==> src/rtl/id_ex_stage.sv <==
// rtl/id_ex_stage.sv - RV32I ID/EX pipeline register with load-use hazard detection and event counters
//
// Purpose:
//   Registers the decode-stage control word and operands for the execute stage.
//   Detects load-use hazards against the instruction currently in EX, stalls
//   fetch/decode and injects a bubble. A taken branch/jump (PCSrcE) flushes
//   decode and also injects a bubble; the redirect wins over the stall.
//   Two saturating counters record stall and flush events.
//
// Ports:
//   clk, rst_n               clock, asynchronous active-low reset
//   ValidD, *D               decode-stage control and operands
//   PCSrcE                   taken branch/jump resolved in EX this cycle
//   ValidE, *E               registered copies presented to EX
//   StallF, StallD, FlushD   combinational hazard controls for IF and IF/ID
//   StallCount, FlushCount   saturating event counters
module id_ex_stage #(
  parameter int XLEN  = 32,
  parameter int CNT_W = 16
) (
  input  logic             clk,
  input  logic             rst_n,
  input  logic             ValidD,
  input  logic             RegWriteD,
  input  logic             MemWriteD,
  input  logic             JumpD,
  input  logic             BranchD,
  input  logic             ALUSrcD,
  input  logic [1:0]       ResultSrcD,
  input  logic [3:0]       ALUControlD,
  input  logic [2:0]       Funct3D,
  input  logic [XLEN-1:0]  RD1D,
  input  logic [XLEN-1:0]  RD2D,
  input  logic [XLEN-1:0]  ImmExtD,
  input  logic [XLEN-1:0]  PCD,
  input  logic [XLEN-1:0]  PCPlus4D,
  input  logic [4:0]       Rs1D,
  input  logic [4:0]       Rs2D,
  input  logic [4:0]       RdD,
  input  logic             PCSrcE,
  output logic             ValidE,
  output logic             RegWriteE,
  output logic             MemWriteE,
  output logic             JumpE,
  output logic             BranchE,
  output logic             ALUSrcE,
  output logic [1:0]       ResultSrcE,
  output logic [3:0]       ALUControlE,
  output logic [2:0]       Funct3E,
  output logic [XLEN-1:0]  RD1E,
  output logic [XLEN-1:0]  RD2E,
  output logic [XLEN-1:0]  ImmExtE,
  output logic [XLEN-1:0]  PCE,
  output logic [XLEN-1:0]  PCPlus4E,
  output logic [4:0]       Rs1E,
  output logic [4:0]       Rs2E,
  output logic [4:0]       RdE,
  output logic             StallF,
  output logic             StallD,
  output logic             FlushD,
  output logic [CNT_W-1:0] StallCount,
  output logic [CNT_W-1:0] FlushCount
);

  logic lw_stall;
  logic bubble;
  logic stall_evt;

  // Source registers are compared without opcode qualification; a spurious
  // match on U/J-type costs one extra stall cycle and is harmless.
  always_comb begin
    lw_stall = ValidD & ValidE & RegWriteE & (ResultSrcE == 2'b01) &
               (RdE != 5'd0) & ((RdE == Rs1D) | (RdE == Rs2D));
  end

  // A redirect discards the decode instruction anyway, so it overrides the stall.
  assign stall_evt = lw_stall & ~PCSrcE;
  assign StallF    = stall_evt;
  assign StallD    = stall_evt;
  assign FlushD    = PCSrcE;
  assign bubble    = PCSrcE | lw_stall;

  // The stage never holds: a stall is always seen by EX as a bubble.
  always_ff @(posedge clk or negedge rst_n) begin
    if (!rst_n) begin
      ValidE      <= 1'b0;
      RegWriteE   <= 1'b0;
      MemWriteE   <= 1'b0;
      JumpE       <= 1'b0;
      BranchE     <= 1'b0;
      ALUSrcE     <= 1'b0;
      ResultSrcE  <= '0;
      ALUControlE <= '0;
      Funct3E     <= '0;
      RD1E        <= '0;
      RD2E        <= '0;
      ImmExtE     <= '0;
      PCE         <= '0;
      PCPlus4E    <= '0;
      Rs1E        <= '0;
      Rs2E        <= '0;
      RdE         <= '0;
    end else if (bubble) begin
      ValidE      <= 1'b0;
      RegWriteE   <= 1'b0;
      MemWriteE   <= 1'b0;
      JumpE       <= 1'b0;
      BranchE     <= 1'b0;
      ALUSrcE     <= 1'b0;
      ResultSrcE  <= '0;
      ALUControlE <= '0;
      Funct3E     <= '0;
      RD1E        <= '0;
      RD2E        <= '0;
      ImmExtE     <= '0;
      PCE         <= '0;
      PCPlus4E    <= '0;
      Rs1E        <= '0;
      Rs2E        <= '0;
      RdE         <= '0;
    end else begin
      ValidE      <= ValidD;
      RegWriteE   <= RegWriteD;
      MemWriteE   <= MemWriteD;
      JumpE       <= JumpD;
      BranchE     <= BranchD;
      ALUSrcE     <= ALUSrcD;
      ResultSrcE  <= ResultSrcD;
      ALUControlE <= ALUControlD;
      Funct3E     <= Funct3D;
      RD1E        <= RD1D;
      RD2E        <= RD2D;
      ImmExtE     <= ImmExtD;
      PCE         <= PCD;
      PCPlus4E    <= PCPlus4D;
      Rs1E        <= Rs1D;
      Rs2E        <= Rs2D;
      RdE         <= RdD;
    end
  end

  // Counters saturate at all-ones so long runs never alias back to small values.
  always_ff @(posedge clk or negedge rst_n) begin
    if (!rst_n) begin
      StallCount <= '0;
      FlushCount <= '0;
    end else begin
      if (stall_evt && (StallCount != {CNT_W{1'b1}}))
        StallCount <= StallCount + CNT_W'(1);
      if (PCSrcE && (FlushCount != {CNT_W{1'b1}}))
        FlushCount <= FlushCount + CNT_W'(1);
    end
  end

endmodule

==> config.mk <==
export PLATFORM = sky130hd
export DESIGN_NAME = id_ex_stage
export DESIGN_NICKNAME = d
export VERILOG_FILES = /design/src/rtl/id_ex_stage.sv
export SDC_FILE = /design/constraint.sdc
export NUM_CORES = 1
export LEC_CHECK = 0
export BUFFER_PORTS_ARGS = -buffer_cell sky130_fd_sc_hd__clkbuf_2
export CORE_AREA = 2 2 160 162
export DETAILED_ROUTE_END_ITERATION = 6
export DIE_AREA = 0 0 162 164
export PLACE_DENSITY = 0.61
export SYNTH_ARGS = -nofsm -noshare
export SYNTH_HDL_FRONTEND = slang
export SYNTH_SLANG_ARGS = --single-unit
==> constraint.sdc <==
create_clock -name clk -period 4 [get_ports clk]
set_clock_uncertainty 0.15 [all_clocks]
set_input_delay 0.8 -clock clk [delete_from_list [all_inputs] [get_ports clk]]
set_output_delay 0.8 -clock clk [all_outputs]
set_load 0.005 [all_outputs]
==> results_dict.tcl, run 1 <==
set metrics [dict create \
    cts_max_path_buffers 3 \
    final_util_pct 44.9 \
    grt_max_degree 115 \
    layout-drive-gt1-share_pct 48.7 \
    grt_use_met2_pct 26.0 \
    dp_hpwl_um 15600 \
    yosysWarnings 0 \
    r2r_cells 6 \
    rsz0062_at_grt "false" \
    fin_setup_tns_ns 0 \
    crit_path_max_incr_delay_ns 0.60 \
    grt-busiest-layer "met2" \
    seqPwrFrac_pct 45.7 \
    crit_buf_inv 2 \
    synth_common_cells "222 x dfrtp_1, 178 x and2_1, 36 x xnor2_1" \
    worstSetupPathType "flip-flop to output pin" \
    diodes 0 \
    io_buffers 417 \
    worstPathRequired_ns 3.05 \
    die_x_um 162 \
    p_per_area_mw_per_mm2 482 \
    postCtsSetupBuffers 0 \
    cts.sinks 222 \
    register_area_mm2 0.00556 \
    internal_power_mw 4.16 \
    overflow 0 \
    grt_pass1_vias 5574 \
    hold_viol_final 0 \
    cap_viol_max_count 0 \
    coreArea_mm2 0.0248 \
    drv_slew 0 \
    place_congestion 0.769 \
    pwr-share-clk_pct 45.4 \
    clkSlewWorstSetupHoldPaths_ns 0.06 \
    design_area_mm2 0.0111 \
    use_met3_pct 6.46 \
    antenna_found_initial 3 \
    io_pins 418 \
    nNetsFinal 1185 \
    rows 58 \
    die_area_mm2 0.0266 \
    place_area_mm2 0.0102 \
    vias 5534 \
    synth-seq-area-share_pct 71.6 \
    multi_input_area_mm2 0.00208 \
    hold_path_class "input pin to asynchronous set/reset pin" \
    worstSetupEndpointType "output pin" \
    syn_inst 563 \
    routed_wl_um 20800 \
    synth_fp_nets 758 \
    start_kind "flip-flop" \
    grt_pass1_wl_um 31100 \
    power.switching_mw 1.20 \
    crit_slowest_cell "or4_1" \
    synth_edf_count 0 \
    critical_path_depth 5 \
    cts_hold_buf 0 \
    synthTopCellsByArea "dfrtp_1 72%, and2_1 14%, xnor2_1 4.1%" \
    clk_latency_ns 0.51 \
    switching_share_pct 22.4 \
    combPwrFrac_pct 8.9 \
    max_freq_mhz 317 \
    htree_levels 1 \
    postSynthAreaPerCell_um2 13.8 \
    syn_to_final_growth_pct 43.4 \
    synth.distinct_cells 36 \
    worstPathCellList "or4_1 -> o211ai_2 -> inv_2 -> and2_2 -> clkbuf_2" \
    drtAntennaViolNets 0 \
    outcome "complete, no violations" \
    synth-seq-cells 222 \
    track_usage_pct 15.0 \
    arrival_ns 2.21 \
    die_h_um 164 \
    max_slew_margin_pct 49.3 \
    wl_per_cell_um 15.6 \
    avgViaCountPerCell 4.14 \
    finalCritPeriodShare_pct 79.0 \
    tightestPinTransition_ns 0.760 \
    leakage_nw 5.96 \
    firstDrtPassIters 4 \
    netlist_area_mm2 0.00776 \
    path_max_fanout 5 \
    nFillCells 2394 \
    rr_startpoint "RdE[1]" \
    ir_drop_mv 0.377 \
    use_met1_pct 17.1 \
    total_power_mw 5.36 \
    synthArstFlopShare_pct 100 \
    yosysTopAreaCellShare_pct 71.6 \
    crit_family "simple AND/OR/NAND/NOR gates" \
    cts_resized 0 \
    cts_tree "yes" \
    drt_iter0_markers 211 \
    startpoint "RdE[1]" \
    synthFlopType "dfrtp_1" \
    cts-root-buf "clkbuf_16" \
    setup_violations 0 \
    tritoncts.num_buffers 24 \
    min_period_ns 3.16 \
    drcViolationCount 0 \
    synth_most_common_cell "dfrtp_1" \
    initial_core_util_pct 31.3 \
    yosys.area.top_type "dfrtp_1" \
]
[final cells by class]
type                       instances  share of cell area [%]
clock buffer                      34                    6.55
multi-input combinational        314                    18.7
clock inverter                    10                    1.47
tap                              330                    3.71
sequential                       222                    49.9
inverter                           3                   0.101
timing repair buffer             425                    19.6
[worst paths after layout]
path / endpoint / slack, ns
min in group clk: ImmExtE[25] / 0.34
max in group asynchronous: RD2E[26] / 2.60
worst min register to register: FlushCount[6] / 0.35
worst max-delay path: StallD / 0.84
worst min-delay path: FlushCount[15] / 0.15
worst max register to register: ImmExtE[13] / 1.42
[worst reg2reg max path, cell delays in order, from the launching register on]
cell and delay [ns]:
dfrtp_1 0.43, or4_1 0.60, o211ai_2 0.26, inv_2 0.11
a21oi_4 0.19, buf_4 0.47, and2_1 0.30
[power groups by stage]
stage	Combinational [mW]	Clock, mW	Sequential [mW]
4_1_cts	0.493	2.51	2.45
3_5_place_dp	0.491	0	2.49
2_1_floorplan	0.155	0	2.50
5_1_grt	0.538	2.60	2.47
3_3_place_gp	0.487	0	2.49
6_report	0.476	2.43	2.45
[sequential cells by signal, summed over array words and instances, names as in the netlist]
name / flops
ImmExtE: 32
PCE: 32
PCPlus4E: 32
RD1E: 32
RD2E: 32
FlushCount: 16
StallCount: 16
RdE: 5
Rs1E: 5
Rs2E: 5
ALUControlE: 4
Funct3E: 3
ResultSrcE: 2
ALUSrcE: 1
BranchE: 1
JumpE: 1
MemWriteE: 1
RegWriteE: 1
ValidE: 1
[metal layers]
layer | up-vias | wire [um]
met5 | - | 39
met4 | 6 | 396
met3 | 33 | 2290
met2 | 240 | 10400
met1 | 2618 | 7710
li1 | 2637 | -
[cells in the final DEF (no fill, tap or decap), types with 3 or more instances in the layout]
cell,netlist,final
nand4_1,17,17
buf_4,2,6
clkinv_4,0,3
bufinv_16,0,4
nor2_1,7,7
clkbuf_2,10,416
and3_1,8,8
nand2_1,11,11
clkbuf_8,0,7
mux2_2,3,3
dfrtp_1,222,222
and2_2,16,16
and2_1,178,178
nand3_1,14,14
clkbuf_16,0,25
xnor2_1,36,36
[logic make-up (layout without fill, tap and decap cells)]
family,after synthesis,in the layout,synth area share [%]
buf+inv,27,472,1.68
xor+xnor,38,38,4.29
flops,222,222,71.6
simple gates,262,262,20.7
compound gates,9,9,1.02
mux,3,3,0.435
fa+ha+maj,2,2,0.322
[per-stage QoR]
step / setup slack (ns) / instances / hold slack [ns]
after CTS: 0.808 / 1338 / 0.194
after global routing: 0.738 / 1338 / 0.217
after detailed placement: 1.09 / 1294 / 0.334
final: 0.841 / 1338 / 0.151
after floorplan: 0.960 / 563 / 0.331
after global placement: 1.14 / 1294 / 0.333
Note: power is estimated with default switching activity, not from simulation.
==> inputs of run 2 (changes only) <==
==> constraint.sdc (replaced) <==
create_clock -name clk -period 3 [get_ports clk]
set_clock_uncertainty 0.15 [all_clocks]
set_input_delay 0.6 -clock clk [delete_from_list [all_inputs] [get_ports clk]]
set_output_delay 0.6 -clock clk [all_outputs]
set_load 0.005 [all_outputs]
==> run 2 against run 1 <==
Effect of this change: via count grew 0.80%; non-clock buffer count grew 3; utilization shrank 0.31 points; wire length shrank 0.73%; power grew 27%.
==> results_dict.tcl, run 2 (synthesized netlist as in run 1, its figures left out) <==
set metrics [dict create \
    clk_latency_ns 0.51 \
    postCtsSetupBuffers 0 \
    crit_family "simple AND/OR/NAND/NOR gates" \
    total_power_mw 6.82 \
    vias 5578 \
    cts_hold_buf 1 \
    worstSetupEndpointType "output pin" \
    tightestPinTransition_ns 0.500 \
    setup_violations 0 \
    switching_share_pct 22.7 \
    p_per_area_mw_per_mm2 617 \
    die_h_um 164 \
    crit_slowest_cell "or4_1" \
    start_kind "flip-flop" \
    diodes 0 \
    wl_per_cell_um 15.4 \
    final_cell_mix "416 x clkbuf_2, 222 x dfrtp_1, 178 x and2_1" \
    clkSlewWorstSetupHoldPaths_ns 0.06 \
    worstSetupPathType "flip-flop to output pin" \
    outcome "complete, no violations" \
    internal_power_mw 5.27 \
    final_common_cell "clkbuf_2" \
    power.switching_mw 1.55 \
    hold_path_class "input pin to flip-flop" \
    grt_max_degree 128 \
    crit_buf_inv 2 \
    max_slew_margin_pct 66.7 \
    rsz0062_at_grt "false" \
    combPwrFrac_pct 9.3 \
    placed_cells 1296 \
    coreArea_mm2 0.0248 \
    crit_path_max_incr_delay_ns 0.54 \
    max_freq_mhz 346 \
    worstPathRequired_ns 2.25 \
    place_congestion 0.794 \
    cts_resized 0 \
    drv_slew 0 \
    io_buffers 417 \
    hold_viol_final 0 \
    rows 58 \
    overflow 0 \
    syn_to_final_growth_pct 42.4 \
    layout-drive-gt1-share_pct 48.3 \
    ir_drop_mv 0.476 \
    avgViaCountPerCell 4.16 \
    antenna_found_initial 3 \
    nFillCells 2388 \
    routed_wl_um 20700 \
    drcViolationCount 0 \
    path_max_fanout 5 \
    grt_pass1_wl_um 31200 \
    drtAntennaViolNets 0 \
    tritoncts.num_buffers 24 \
    htree_levels 1 \
    finalCritPeriodShare_pct 96.2 \
    arrival_ns 2.14 \
    firstDrtPassIters 4 \
    cts_tree "yes" \
    cts_max_path_buffers 3 \
    dp_hpwl_um 15800 \
    worstPathCellList "or4_1 -> o211ai_2 -> inv_2 -> and2_2 -> clkbuf_2" \
    drt_iter0_markers 218 \
    initial_core_util_pct 31.3 \
    grt_pass1_vias 5614 \
    cts.sinks 222 \
    cts-root-buf "clkbuf_16" \
    leakage_nw 5.92 \
    die_area_mm2 0.0266 \
    pwr-share-clk_pct 42.7 \
    seqPwrFrac_pct 47.9 \
    die_x_um 162 \
    cap_viol_max_count 0 \
    track_usage_pct 15.1 \
    stdcell_count 1341 \
    io_pins 418 \
    fin_setup_tns_ns 0 \
    nNetsFinal 1188 \
    min_period_ns 2.89 \
]
[run 2: cell count changes in the layout (fill, tap and decap cells not counted), sizes merged]
cell         before  now
clkbuf          450  454
clkinv            5    4
buf               9   11
dlygate4sd3       0    1
bufinv            4    1
[run 2: final cells by class]
class	count	area (um2)	area share (%)
inverters	3	11.3	0.102
well taps	330	413	3.73
multi-input cells	314	2080	18.8
clock inverters	6	57.6	0.521
repair buffers	428	2210	20.0
flip-flops and latches	222	5560	50.2
clock buffers	38	734	6.64
[run 2: power by group through the flow]
stage               Combinational (mW)  Sequential (mW)  Clock (mW)
floorplan                        0.206             3.33           0
global placement                 0.651             3.32           0
detailed placement               0.658             3.32           0
CTS                              0.661             3.27        3.00
global route                     0.723             3.29        3.13
finish                           0.638             3.27        2.91
[run 2: metrics by stage]
step / setup slack [ns] / hold slack (ns) / utilization (%) / instance area [um2]
2_1_floorplan: 0.360 / 0.154 / - / 7760
3_3_place_gp: 0.607 / 0.331 / 41.3 / 10300
3_5_place_dp: 0.575 / 0.340 / 41.3 / 10300
4_1_cts: 0.0713 / 0.112 / 44.5 / 11100
5_1_grt: 0.0125 / 0.116 / 44.5 / 11100
6_report: 0.113 / 0.137 / 44.5 / 11100
[run 2: worst register-to-register path, cell delays in order (launching register included)]
cell      delay [ns]
dfrtp_1         0.43
or4_1           0.54
o211ai_2        0.24
inv_2           0.11
a21oi_4         0.19
buf_4           0.42
and2_2          0.28
[run 2: final timing paths]
path	from	endpoint	slack [ns]	cells past startpoint
max	RdE[2]	StallF	0.11	5
min reg2reg	FlushCount[14]	FlushCount[14]	0.34	1
min	ImmExtD[29]	ImmExtE[29]	0.14	2
max reg2reg	RdE[2]	RD2E[3]	0.59	6
min in group asynchronous	rst_n	RdE[0]	0.46	2
max in group asynchronous	rst_n	RD2E[29]	1.40	3
[run 2: layer usage]
layer / track usage (%) / part of all wire, % / up-vias
met3: 5.91 / 10 / 38
li1: - / - / 2643
met4: 4.10 / 1.9 / 6
met1: 17.4 / 37 / 2642
met2: 26.4 / 51 / 249
met5: 0 / 0.19 / -
==> inputs of run 3 (changes only) <==
==> constraint.sdc (replaced) <==
create_clock -name clk -period 3 [get_ports clk]
set_clock_uncertainty 0.15 [all_clocks]
set_input_delay 0.3 -clock clk [delete_from_list [all_inputs] [get_ports clk]]
set_output_delay 0.3 -clock clk [all_outputs]
set_load 0.005 [all_outputs]
==> run 3 against run 2 <==
Effect of this change: fmax increased by 11%; hold slack got worse by 0.054 ns; non-clock buffer count increased by 188; register-to-register slack improved by 0.07 ns; clock-buffer cell count decreased by 4; global-route usage increased by 2.6 points; setup slack improved by 0.28 ns; highest routed layer is now met4.
==> results_dict.tcl, run 3 (synthesized netlist as in run 1, its figures left out) <==
set metrics [dict create \
    outcome "complete, no violations" \
    cts_max_path_buffers 3 \
    cts_resized 0 \
    drv_slew 0 \
    r2r_slack_ns 0.66 \
    syn_to_final_growth_pct 67.5 \
    seqPwrFrac_pct 45.6 \
    use_met3_pct 5.13 \
    fin_setup_tns_ns 0 \
    grt_max_degree 87 \
    rr_startpoint "RdE[1]" \
    min_period_ns 2.60 \
    nFillCells 2127 \
    ir_drop_mv 0.378 \
    crit_path_max_incr_delay_ns 0.56 \
    drt_iter0_markers 280 \
    rows 58 \
    max_freq_mhz 384 \
    nNetsFinal 1377 \
    leakage_nw 6.74 \
    overflow 0 \
    cts.sinks 222 \
    power.switching_mw 1.68 \
    rsz0062_at_grt "false" \
    clk_latency_ns 0.52 \
    wl_per_cell_um 15.6 \
    pwr-share-clk_pct 42.5 \
    tritoncts.num_buffers 25 \
    avgViaCountPerCell 4.20 \
    r2r_end "ImmExtE[12]" \
    grt-busiest-layer "met2" \
    combPwrFrac_pct 11.9 \
    final_util_pct 52.4 \
    stdcell_count 1532 \
    hold_path_class "input pin to flip-flop" \
    clkSlewWorstSetupHoldPaths_ns 0.06 \
    htree_levels 1 \
    place_congestion 0.812 \
    worstSetupEndpointType "output pin" \
    worstPathRequired_ns 2.55 \
    io_pins 418 \
    track_usage_pct 17.7 \
    crit_slowest_cell "or4_1" \
    drtAntennaViolNets 0 \
    startpoint "RdE[1]" \
    grt_use_met2_pct 32.4 \
    worstSetupPathType "flip-flop to output pin" \
    routed_wl_um 23900 \
    switching_share_pct 23.5 \
    p_per_area_mw_per_mm2 552 \
    cap_viol_max_count 0 \
    die_area_mm2 0.0266 \
    cts-root-buf "clkbuf_16" \
    grt_pass1_wl_um 36800 \
    vias 6439 \
    layout-drive-gt1-share_pct 40.8 \
    start_kind "flip-flop" \
    max_slew_margin_pct 61.6 \
    arrival_ns 2.15 \
    drcViolationCount 0 \
    internal_power_mw 5.50 \
    setup_violations 0 \
    worstPathCellList "or4_1 -> o211ai_2 -> inv_2 -> and2_2 -> clkbuf_2" \
    dp_hpwl_um 15800 \
    io_buffers 417 \
    final_cell_mix "416 x clkbuf_2, 222 x dfrtp_1, 191 x dlygate4sd3_1" \
    hold_viol_final 0 \
    final_common_cell "clkbuf_2" \
    use_met1_pct 19.5 \
    die_x_um 162 \
    initial_core_util_pct 31.3 \
    cts_tree "yes" \
    placed_cells 1294 \
    tightestPinTransition_ns 0.575 \
    coreArea_mm2 0.0248 \
    firstDrtPassIters 4 \
    antenna_found_initial 2 \
    path_max_fanout 5 \
    crit_end "StallD" \
    die_h_um 164 \
    grt_pass1_vias 6912 \
    r2r_cells 6 \
    finalCritPeriodShare_pct 86.8 \
]
## run 3: cell types whose count changed in the layout (fill, tap and decap cells not counted), sizes merged
cell,delta
clkinv,+2
diode,+2
buf,-2
clkbuf,-4
inv,+2
bufinv,+1
dlygate4sd3,+190
## run 3: power groups by stage
stage / logic, mW / registers, mW / clock network, mW
global route: 0.946 / 3.30 / 3.29
detailed placement: 0.660 / 3.32 / 0
finish: 0.856 / 3.27 / 3.05
floorplan: 0.206 / 3.33 / 0
CTS: 0.864 / 3.27 / 3.15
global placement: 0.652 / 3.32 / 0
## run 3: area by class of cell
cell class	count	area (um2)	share of cell area [%]
timing repair buffer	616	4120	31.7
inverter	3	11.3	0.0866
sequential	222	5560	42.7
antenna	2	5.00	0.0385
multi-input combinational	314	2080	16.0
clock buffer	34	709	5.46
tap	330	413	3.17
clock inverter	11	115	0.885
## run 3: stage by stage
step	worst slack (ns)	power, mW	hold WS, ns	cell area, um2
final	0.396	7.18	0.0833	13000
after global routing	0.271	7.53	0.0800	13000
after CTS	0.359	7.28	0.0567	13000
after detailed placement	0.703	3.98	0.165	10300
after global placement	0.734	3.97	0.166	10300
after floorplan	0.797	3.54	-0.146	7760
## run 3: repair_timing
item                       in CTS  in global routing
buffers inserted                0                  0
hold endpoints to repair      257                  0
hold buffers                  191                  0
setup endpoints to repair       0                  0
## run 3: worst max-delay path, delay by kind of cell, from the launching register on
family,cells,cell delay [ns]
flops,1,0.41
simple gates,2,0.76
buf+inv,2,0.22
compound gates,1,0.24
## run 3: worst min-delay path by stage
stage / startpoint / endpoint / slack, ns / cells past startpoint
floorplan: rst_n / ALUControlE[0] / -0.15 / 0
global placement: rst_n / FlushCount[11] / 0.17 / 1
detailed placement: rst_n / FlushCount[11] / 0.17 / 1
CTS: PCSrcE / FlushCount[12] / 0.06 / 3
global route: PCSrcE / FlushCount[12] / 0.08 / 3
finish: PCSrcE / FlushCount[12] / 0.08 / 3
## run 3: layer usage
layer | up-vias | wire length, um
met5 | - | 0
met4 | 0 | 824
met3 | 55 | 1900
met2 | 284 | 12300
met1 | 3069 | 8860
li1 | 3031 | -
